--- src/rtl/rs_alu_pkg.sv ---
// Shared constants for the ALU reservation station: datapath width and the ALU opcode encoding.
// The age-based select option is enabled by defining RS_AGE_SELECT_EN.
package rs_alu_pkg;

    localparam int REG_WIDTH = 32;
    localparam int OP_WIDTH  = 4;

    // Opcode encoding shared with the ALU; 0 is never dispatched.
    typedef enum logic [OP_WIDTH-1:0] {
        OP_NONE = 4'd0,
        OP_AND  = 4'd1,
        OP_OR   = 4'd2,
        OP_XOR  = 4'd3,
        OP_ADD  = 4'd4,
        OP_SUB  = 4'd5,
        OP_SLL  = 4'd6,
        OP_SRL  = 4'd7,
        OP_SRA  = 4'd8,
        OP_SLT  = 4'd9,
        OP_SLTU = 4'd10,
        OP_BEQ  = 4'd11,
        OP_BNE  = 4'd12,
        OP_BLT  = 4'd13,
        OP_BGE  = 4'd14,
        OP_JALR = 4'd15
    } alu_op_e;

endpackage

--- src/rtl/rs_select.sv ---
// Issue arbiter for the ALU reservation station: one-hot grant over the ready vector.
// With RS_AGE_SELECT_EN the oldest ready entry wins (ties to lowest index); otherwise lowest index wins.
module rs_select #(
    parameter int N  = 8
`ifdef RS_AGE_SELECT_EN
    ,
    parameter int AW = 3
`endif
) (
    input  logic [N-1:0]    ready,
`ifdef RS_AGE_SELECT_EN
    input  logic [N*AW-1:0] ages,
`endif
    output logic [N-1:0]    grant,
    output logic            found
);

`ifdef RS_AGE_SELECT_EN
    logic [AW-1:0] best_s;

    // Oldest-first arbitration; strict compare keeps ties on the lowest index.
    always_comb begin
        grant  = '0;
        found  = 1'b0;
        best_s = '0;
        for (int i = 0; i < N; i++) begin
            if (ready[i] && (!found || (ages[i*AW +: AW] > best_s))) begin
                grant    = '0;
                grant[i] = 1'b1;
                found    = 1'b1;
                best_s   = ages[i*AW +: AW];
            end else begin
                best_s = best_s;
            end
        end
    end
`else
    // Fixed-priority arbitration, lowest index first.
    always_comb begin
        grant = '0;
        found = 1'b0;
        for (int i = 0; i < N; i++) begin
            if (ready[i] && !found) begin
                grant[i] = 1'b1;
                found    = 1'b1;
            end else begin
                found = found;
            end
        end
    end
`endif

endmodule

--- src/rtl/rs_alu.sv ---
// Reservation station in front of the ALU: buffers dispatched ops, snoops ALU/LSB result buses,
// and issues one ready op per cycle. Define RS_AGE_SELECT_EN for oldest-first selection.
module rs_alu
    import rs_alu_pkg::*;
#(
    parameter int ROB_WIDTH = 4,
    parameter int RS_WIDTH  = 3
) (
    input  logic                 clk_in,
    input  logic                 rst_in,
    input  logic                 rdy_in,
    input  logic                 flush,
    input  logic                 issue_valid,
    input  logic [OP_WIDTH-1:0]  issue_opcode,
    input  logic [REG_WIDTH-1:0] issue_vj,
    input  logic [REG_WIDTH-1:0] issue_vk,
    input  logic                 issue_rj,
    input  logic                 issue_rk,
    input  logic [ROB_WIDTH-1:0] issue_qj,
    input  logic [ROB_WIDTH-1:0] issue_qk,
    input  logic [ROB_WIDTH-1:0] issue_tag,
    output logic                 full,
    input  logic                 alu_done,
    input  logic [REG_WIDTH-1:0] alu_result,
    input  logic [ROB_WIDTH-1:0] alu_tag,
    input  logic                 lsb_done,
    input  logic [REG_WIDTH-1:0] lsb_result,
    input  logic [ROB_WIDTH-1:0] lsb_tag,
    output logic                 cal_signal,
    output logic [OP_WIDTH-1:0]  opcode,
    output logic [REG_WIDTH-1:0] lhs,
    output logic [REG_WIDTH-1:0] rhs,
    output logic [ROB_WIDTH-1:0] tag
);

    localparam int RS_SIZE = 2**RS_WIDTH;

    logic [RS_SIZE-1:0]   valid_r;
    logic [RS_SIZE-1:0]   rj_r;
    logic [RS_SIZE-1:0]   rk_r;
    logic [OP_WIDTH-1:0]  op_r   [RS_SIZE];
    logic [REG_WIDTH-1:0] vj_r   [RS_SIZE];
    logic [REG_WIDTH-1:0] vk_r   [RS_SIZE];
    logic [ROB_WIDTH-1:0] qj_r   [RS_SIZE];
    logic [ROB_WIDTH-1:0] qk_r   [RS_SIZE];
    logic [ROB_WIDTH-1:0] dest_r [RS_SIZE];

    logic                 full_s;
    logic [RS_SIZE-1:0]   ready_s;
    logic [RS_SIZE-1:0]   grant_s;
    logic                 found_s;
    logic [RS_WIDTH-1:0]  sel_idx_s;
    logic [RS_WIDTH-1:0]  free_idx_s;
    logic [REG_WIDTH:0]   wj_s [RS_SIZE];
    logic [REG_WIDTH:0]   wk_s [RS_SIZE];
    logic [REG_WIDTH:0]   bj_s;
    logic [REG_WIDTH:0]   bk_s;

`ifdef RS_AGE_SELECT_EN
    logic [RS_WIDTH-1:0]         age_r [RS_SIZE];
    logic [RS_SIZE*RS_WIDTH-1:0] ages_s;
`endif

    // Returns {ready, value} for one operand after snooping both result buses.
    function automatic logic [REG_WIDTH:0] snoop(
        input logic                 rdy,
        input logic [REG_WIDTH-1:0] val,
        input logic [ROB_WIDTH-1:0] q
    );
        if (rdy) begin
            snoop = {1'b1, val};
        end else if (alu_done && (q == alu_tag)) begin
            snoop = {1'b1, alu_result};
        end else if (lsb_done && (q == lsb_tag)) begin
            snoop = {1'b1, lsb_result};
        end else begin
            snoop = {1'b0, val};
        end
    endfunction

    // Occupancy, free-slot search, selected index and operand snooping.
    always_comb begin
        full_s     = &valid_r;
        ready_s    = valid_r & rj_r & rk_r;
        free_idx_s = '0;
        sel_idx_s  = '0;
        for (int i = RS_SIZE - 1; i >= 0; i--) begin
            if (!valid_r[i]) begin
                free_idx_s = RS_WIDTH'(i);
            end else begin
                free_idx_s = free_idx_s;
            end
        end
        for (int i = 0; i < RS_SIZE; i++) begin
            if (grant_s[i]) begin
                sel_idx_s = RS_WIDTH'(i);
            end else begin
                sel_idx_s = sel_idx_s;
            end
            wj_s[i] = snoop(rj_r[i], vj_r[i], qj_r[i]);
            wk_s[i] = snoop(rk_r[i], vk_r[i], qk_r[i]);
        end
        bj_s = snoop(issue_rj, issue_vj, issue_qj);
        bk_s = snoop(issue_rk, issue_vk, issue_qk);
    end

    assign full = full_s;

`ifdef RS_AGE_SELECT_EN
    // Flatten ages for the arbiter.
    always_comb begin
        ages_s = '0;
        for (int i = 0; i < RS_SIZE; i++) begin
            ages_s[i*RS_WIDTH +: RS_WIDTH] = age_r[i];
        end
    end

    rs_select #(.N(RS_SIZE), .AW(RS_WIDTH)) u_select (
        .ready (ready_s),
        .ages  (ages_s),
        .grant (grant_s),
        .found (found_s)
    );
`else
    rs_select #(.N(RS_SIZE)) u_select (
        .ready (ready_s),
        .grant (grant_s),
        .found (found_s)
    );
`endif

    // Entry storage, wakeup, issue write and registered ALU dispatch.
    always_ff @(posedge clk_in or posedge rst_in) begin
        if (rst_in) begin
            valid_r    <= '0;
            rj_r       <= '0;
            rk_r       <= '0;
            cal_signal <= 1'b0;
            opcode     <= '0;
            lhs        <= '0;
            rhs        <= '0;
            tag        <= '0;
            for (int i = 0; i < RS_SIZE; i++) begin
                op_r[i]   <= '0;
                vj_r[i]   <= '0;
                vk_r[i]   <= '0;
                qj_r[i]   <= '0;
                qk_r[i]   <= '0;
                dest_r[i] <= '0;
`ifdef RS_AGE_SELECT_EN
                age_r[i]  <= '0;
`endif
            end
        end else if (rdy_in) begin
            if (flush) begin
                valid_r    <= '0;
                cal_signal <= 1'b0;
            end else begin
                for (int i = 0; i < RS_SIZE; i++) begin
                    if (valid_r[i]) begin
                        {rj_r[i], vj_r[i]} <= wj_s[i];
                        {rk_r[i], vk_r[i]} <= wk_s[i];
`ifdef RS_AGE_SELECT_EN
                        if (age_r[i] != {RS_WIDTH{1'b1}}) begin
                            age_r[i] <= age_r[i] + RS_WIDTH'(1);
                        end
`endif
                    end
                end
                if (found_s) begin
                    valid_r[sel_idx_s] <= 1'b0;
                    cal_signal         <= 1'b1;
                    opcode             <= op_r[sel_idx_s];
                    lhs                <= vj_r[sel_idx_s];
                    rhs                <= vk_r[sel_idx_s];
                    tag                <= dest_r[sel_idx_s];
                end else begin
                    cal_signal <= 1'b0;
                end
                // Selected and free slots are always distinct, so both writes can coexist.
                if (issue_valid && !full_s) begin
                    valid_r[free_idx_s]                  <= 1'b1;
                    op_r[free_idx_s]                     <= issue_opcode;
                    {rj_r[free_idx_s], vj_r[free_idx_s]} <= bj_s;
                    {rk_r[free_idx_s], vk_r[free_idx_s]} <= bk_s;
                    qj_r[free_idx_s]                     <= issue_qj;
                    qk_r[free_idx_s]                     <= issue_qk;
                    dest_r[free_idx_s]                   <= issue_tag;
`ifdef RS_AGE_SELECT_EN
                    age_r[free_idx_s]                    <= '0;
`endif
                end
            end
        end
    end

endmodule

--- config.mk ---
export PLATFORM = sky130hd
export DESIGN_NAME = rs_alu
export DESIGN_NICKNAME = d
export VERILOG_FILES = /design/src/rtl/rs_alu_pkg.sv /design/src/rtl/rs_select.sv /design/src/rtl/rs_alu.sv
export SDC_FILE = /design/constraint.sdc
export NUM_CORES = 2
export LEC_CHECK = 0
export CELL_PAD_IN_SITES_DETAIL_PLACEMENT = 1
export CELL_PAD_IN_SITES_GLOBAL_PLACEMENT = 1
export CORE_ASPECT_RATIO = 0.6
export CORE_MARGIN = 4
export CORE_UTILIZATION = 43
export DETAILED_ROUTE_END_ITERATION = 6
export PLACE_DENSITY_LB_ADDON = 0.1
export REMOVE_ABC_BUFFERS = 1
export SLEW_MARGIN = 20
export SYNTH_ARGS = -nofsm -noshare
export SYNTH_HDL_FRONTEND = slang
export SYNTH_SLANG_ARGS = --single-unit
--- constraint.sdc ---
create_clock -name clk_in -period 23.1 [get_ports clk_in]
set_input_delay 3.465 -clock clk_in [delete_from_list [all_inputs] [get_ports clk_in]]
set_output_delay 3.465 -clock clk_in [all_outputs]
set_load 0.1 [all_outputs]
=== Yosys cells after proc, flatten, opt, wreduce, memory -nomap -nowiden ===
Index checks and enable logic that the tools add are counted.

* Add/sub/neg operators: 0
* Multiply operators: 0
* Div/mod/pow operators: 0
* Magnitude comparators: 7
* Equality and inequality tests: 36
* Shift-type cells: 0
* Multiplexer cells: 219
* Bitwise logic cells: 8
* Reduce and logical (&&, ||, !) cells: 59

{| class="wikitable"
|+ Operator list
! cell !! number
|-
| 2-to-1 mux 33 bit || 54
|-
| 2-to-1 mux 32 bit || 53
|-
| bitwise mux 256 bit || 2
|-
| 2-to-1 mux 256 bit || 2
|-
| binary-select mux 32 bit (select 3 bit) || 2
|-
| equality test 4 bit || 36
|-
| bitwise mux 32 bit || 4
|-
| demux 32 bit (select 3 bit) || 1
|-
| 2-to-1 mux 1 bit || 68
|-
| 2-to-1 mux 8 bit || 7
|-
| logical AND 1 bit || 47
|-
| 2-to-1 mux 3 bit || 14
|-
| bitwise AND 8 bit || 3
|-
| binary-select mux 4 bit (select 3 bit) || 2
|-
| 2-to-1 mux 4 bit || 5
|-
| bitwise mux 8 bit || 2
|-
| demux 4 bit (select 3 bit) || 1
|-
| greater-or-equal comparator 4 bit (second input constant) || 2
|-
| zero test 1 bit || 8
|-
| < comparator 3 x 4 -> 1 bit (second input constant) || 2
|-
| NOT 3 -> 4 bit || 2
|-
| NOT 8 bit || 1
|-
| OR 8 bit || 1
|-
| AND reduction 8 bit || 1
|-
| other kinds (6) || 9
|}

* Flip-flop bits (word level): 737
* Latch bits: 0
* Memory bits (writable): 0
* Memory bits (read-only): 0
* Bits of input ports: 161
* Output and inout bits: 74
* Logic and storage cells: 385
* Memories: 0

=== Logic depth before layout (Yosys ltp) ===
* Depth in word-level cells: 37
* Mapped depth: 12
* Mapped depth without buffers: 7

=== Modules after synthesis ===
From an unflattened synthesis, not the netlist that was laid out.

* Cell total of the unflattened synthesis: 4717
* Area total of the unflattened synthesis: 43168.9 µm²

{| class="wikitable"
|+ Modules (own cells, without submodules)
! module !! instances !! cells an instance !! area each (µm²) !! sequential area each (µm²)
|-
| rs_alu || 1 || 4705 || 43072.6 || 18442.7
|-
| rs_select || 1 || 12 || 96.3 || 0.0
|}

=== Worst setup path before layout ===
No wires, ideal clock.

* Path kind: register to output
* Start point: reg valid_r[0]
* End point: out full
* Data arrival time: 3.663 ns
* Data required time: 19.635 ns
* Slack: 15.972 ns
* Stages on the path, launching flop included: 4
* Path buffers: 1
* Cell sequence: dfrtp_1 clkbuf_1 nand3_1 nor4_1

* Word-level cells in the longest chain between the ends: 1

{| class="wikitable"
|+ RTL lines
! element !! RTL line !! text
|-
| start: declaration || rs_alu.sv:38 || <nowiki>logic [RS_SIZE-1:0] valid_r;</nowiki>
|-
| start signal: assignment || rs_alu.sv:135 || <nowiki>valid_r <= '0;</nowiki>
|-
| start signal: assignment || rs_alu.sv:156 || <nowiki>valid_r <= '0;</nowiki>
|-
| start signal: indexed assignment || rs_alu.sv:171 || <nowiki>valid_r[sel_idx_s] <= 1'b0;</nowiki>
|-
| AND reduction 8 bit || rs_alu.sv:83 || <nowiki>full_s = &valid_r;</nowiki>
|-
| end: declaration || rs_alu.sv:22 || <nowiki>output logic full,</nowiki>
|}

No other way between the ends.

=== Final worst setup path ===
* Start point: in issue_valid
* End point: reg op_r[6] in the netlist's numbering

* Word-level cells in the longest chain between the ends: 2

{| class="wikitable"
|+ RTL lines
! element !! RTL line !! text
|-
| start: declaration || rs_alu.sv:13 || <nowiki>input logic issue_valid,</nowiki>
|-
| logical AND 1 bit || rs_alu.sv:181 || <nowiki>if (issue_valid && !full_s) begin</nowiki>
|-
| AND reduction 3 bit (no line) || n/a ||
|-
| end signal: indexed assignment || rs_alu.sv:183 || <nowiki>op_r[free_idx_s] <= issue_opcode;</nowiki>
|-
| end: declaration || rs_alu.sv:41 || <nowiki>logic [OP_WIDTH-1:0] op_r [RS_SIZE];</nowiki>
|}

No other way between the ends.
A chain may end at the register's enable or synchronous reset.

==> qor.yml <==
setup_violations: 0
vias: 40580
ir_worst_vdd_mv: 0.09112
postCtsSetupBuffers: 0
ys_seq_elements: 737
ant_nets: 0
cts_buffers: 77
clock_skew_ns: 0.02640
cts_tree: "built"
routed_wl_um: 198600
yosys_warnings: 0
synth_top_area_share: 0.4329
start_util: 0.4332
crit_path_start_kind: "primary input"
grt_overflow: 0
p_leak_nw: 20.11
cts_max_level: 3
fp.coreArea_um2: 98330
grt_usage: 0.3704
synth.top_cells.by_area: "dfrtp_1, mux2i_1, a221oi_1"
cts-resized-gates: 0
area_delta_synth_final_pct: 14.32
crit_required_ns: 23.66
holdPathStages: 2
grt_pass1_wl_um: 290900
worst_slew_pin_slew_ns: 1.202
numPortBuffers: 234
topRoutingLayerUsed: "met4"
final_area_um2: 48700
cts_sinks: 737
wl_per_cell_um: 34.10
dr_wl_met2_um: 81270
synth.distinct_cells: 67
cp_cell_sequence: "clkdlybuf4s50_1 -> nand4_1 -> nor2_1 -> nand4_1 -> or3_1 -> nor2_4 -> buf_4 -> mux2_2"
rsz0062_at_grt: "no"
hp-class: "flop to flop"
max_stage_delay_ns: 0.98
synth_cells: 4463
synth_edf_count: 0
cts_root_buf: "clkbuf_16"
synth_area_um2: 42600
min_period_ns: 7.004
worstPathArrival_ns: 7.57
synth_area_per_cell_um2: 9.545
critPathMaxFanout: 58
hold_viol_final: 0
fp.dieH_um: 251.8
powerDensity_nw_per_um2: 89.71
grt_pass1_vias: 41130
max_cap_viol_count: 0
slew_viol_final: 0
die_w_um: 414.3
crit_slowest_cell: "buf_4"
synth_top_area_cell: "dfrtp_1"
hpwl_um: 114700
drt-initial-drc-count: 5252
antenna_found_initial: 2
drive_gt1_frac: 0.1106
synth_seq_area_share: 0.4329
crit_top_cell: "nand4_1"
fin_crit_sh: 0.3032
clkTransAtPathRegs_ns: 0.06
fin_nets: 4608
cts_buffer_depth: 3
grt_start_max_net_pins: 160
rr_worst_depth: 9
die-area_um2: 104300
m1WireLength_um: 86700
yosys_most_used_dff: "dfrtp_1"
drc: 0
status: "finished, final reports clean"
critPathCaptureType: "flop"
gp_congestion: 0.9158
first_pass_iters: 6
max_slew_margin: 0.1960
wl_met3_um: 23500
rows: 89
placed_area_um2: 46160
io_pins: 235
worst-setup-path-type: "primary input to flop"
total_power_mw: 4.368
clk_latency_ns: 0.69
postCtsHoldBufs: 0
synth_async_sr_flop_share: 1.000
fmax_mhz: 142.8
via_per_inst: 6.970
[per-stage QoR]
step                  util  setup TNS [ns]  worst slack [ns]  hold slack (ns)  cells
floorplan                -         -769.60            -1.044           0.4450   3960
global placement    0.4691               0             15.64           0.4582   5685
detailed placement  0.4694               0             15.55           0.4624   5686
CTS                 0.4951               0             16.27           0.4786   5820
global route        0.4952               0             15.97           0.4849   5821
finish              0.4952               0             16.10           0.4763   5822
[routing by layer]
metal | vias to the layer above | GRT usage
met2 | 2490 | 0.5258
met4 | 0 | 0.1221
li1 | 16550 | -
met3 | 452 | 0.1212
met1 | 21090 | 0.5317
met5 | - | 0
[logic make-up (layout without fill, tap and decap cells)]
| kind of cell | count (synthesis) | count (layout) | synth area share |
|---|---|---|---|
| AO/OA/AOI/OAI | 1312 | 1312 | 0.2342 |
| AND/OR/NAND/NOR | 1183 | 1183 | 0.1158 |
| flip-flops | 737 | 737 | 0.4329 |
| multiplexers | 572 | 572 | 0.1362 |
| buffers and inverters | 527 | 566 | 0.05372 |
| XOR/XNOR | 132 | 132 | 0.02714 |
| other | 0 | 1 | 0 |
[layout by cell type (no fill, tap or decap), drive strengths merged, types with 7 or more instances in the layout]
cell type,netlist,layout
dfrtp,737,737
nand2,530,530
mux2i,511,511
nor2,471,471
a221oi,400,400
a21oi,243,243
clkdlybuf4s50,0,230
buf,189,178
o22ai,167,167
o21ai,159,159
clkbuf,314,118
xor2,95,95
o22a,89,89
o221ai,79,79
mux2,61,61
nand3,50,50
a2bb2oi,43,43
xnor2,37,37
o32a,34,34
nor3,29,29
nor4,29,29
o2bb2ai,26,26
nand2b,20,20
inv,17,20
nor2b,19,19
clkinv,7,16
o211ai,15,15
and3,13,13
a211oi,12,12
a32oi,11,11
a21o,7,7
[critical path, delay by kind of cell]
kind	cells	cell delay, ns
buf+inv	2	1.62
mux	1	0.42
simple gates	5	1.96
[path summary, 6_finish.rpt]
path | startpoint | end | slack, ns
worst max-delay path | issue_valid | op_r[6] | 16.10
worst min-delay path | dest_r[17] | dest_r[17] | 0.48
worst max register to register | valid_r[5] | lhs[24] | 18.29
worst min register to register | dest_r[17] | dest_r[17] | 0.48
max in group asynchronous | rst_in | vj_r[175] | 16.84
min in group asynchronous | rst_in | op_r[31] | 3.21
[sequential cells by signal, indices dropped and copies added, names as in the netlist, 32 cells and up]
register  count
qj_r         32
vk_r        256
op_r         32
dest_r       32
qk_r         32
rhs          32
lhs          32
vj_r        256
[where the power goes]
part	total [mW]	switching [mW]	internal (mW)
Combinational	1.37	0.956	0.416
Sequential	1.68	0.167	1.51
Clock	1.32	0.585	0.735
[cells in the mapped netlist, types with 19 or more instances]
cell         n
a21oi_1    239
a221oi_1   370
a221oi_2    30
a2bb2oi_1   42
buf_1       27
buf_2      128
buf_4       28
clkbuf_1   314
dfrtp_1    737
mux2_2      60
mux2i_1    511
nand2_1    529
nand2b_1    20
nand3_1     50
nor2_1     470
nor2b_1     19
nor3_1      29
nor4_1      19
o21ai_0    124
o21ai_1     30
o221ai_1    79
o22a_1      89
o22ai_1    137
o22ai_2     30
o2bb2ai_1   26
o32a_1      34
xnor2_1     37
xor2_1      95
[area by class of cell]
type                    count  area (um2)
diodes                      1       2.502
clock buffers             118        2315
clock inverters            16       206.4
fillers                 10870       49630
inverters                  24       97.59
multi-input cells        3199       22280
flip-flops and latches    737       18440
well taps                1319        1650
repair buffers            408        3706
(Power assumes the default switching activity.)
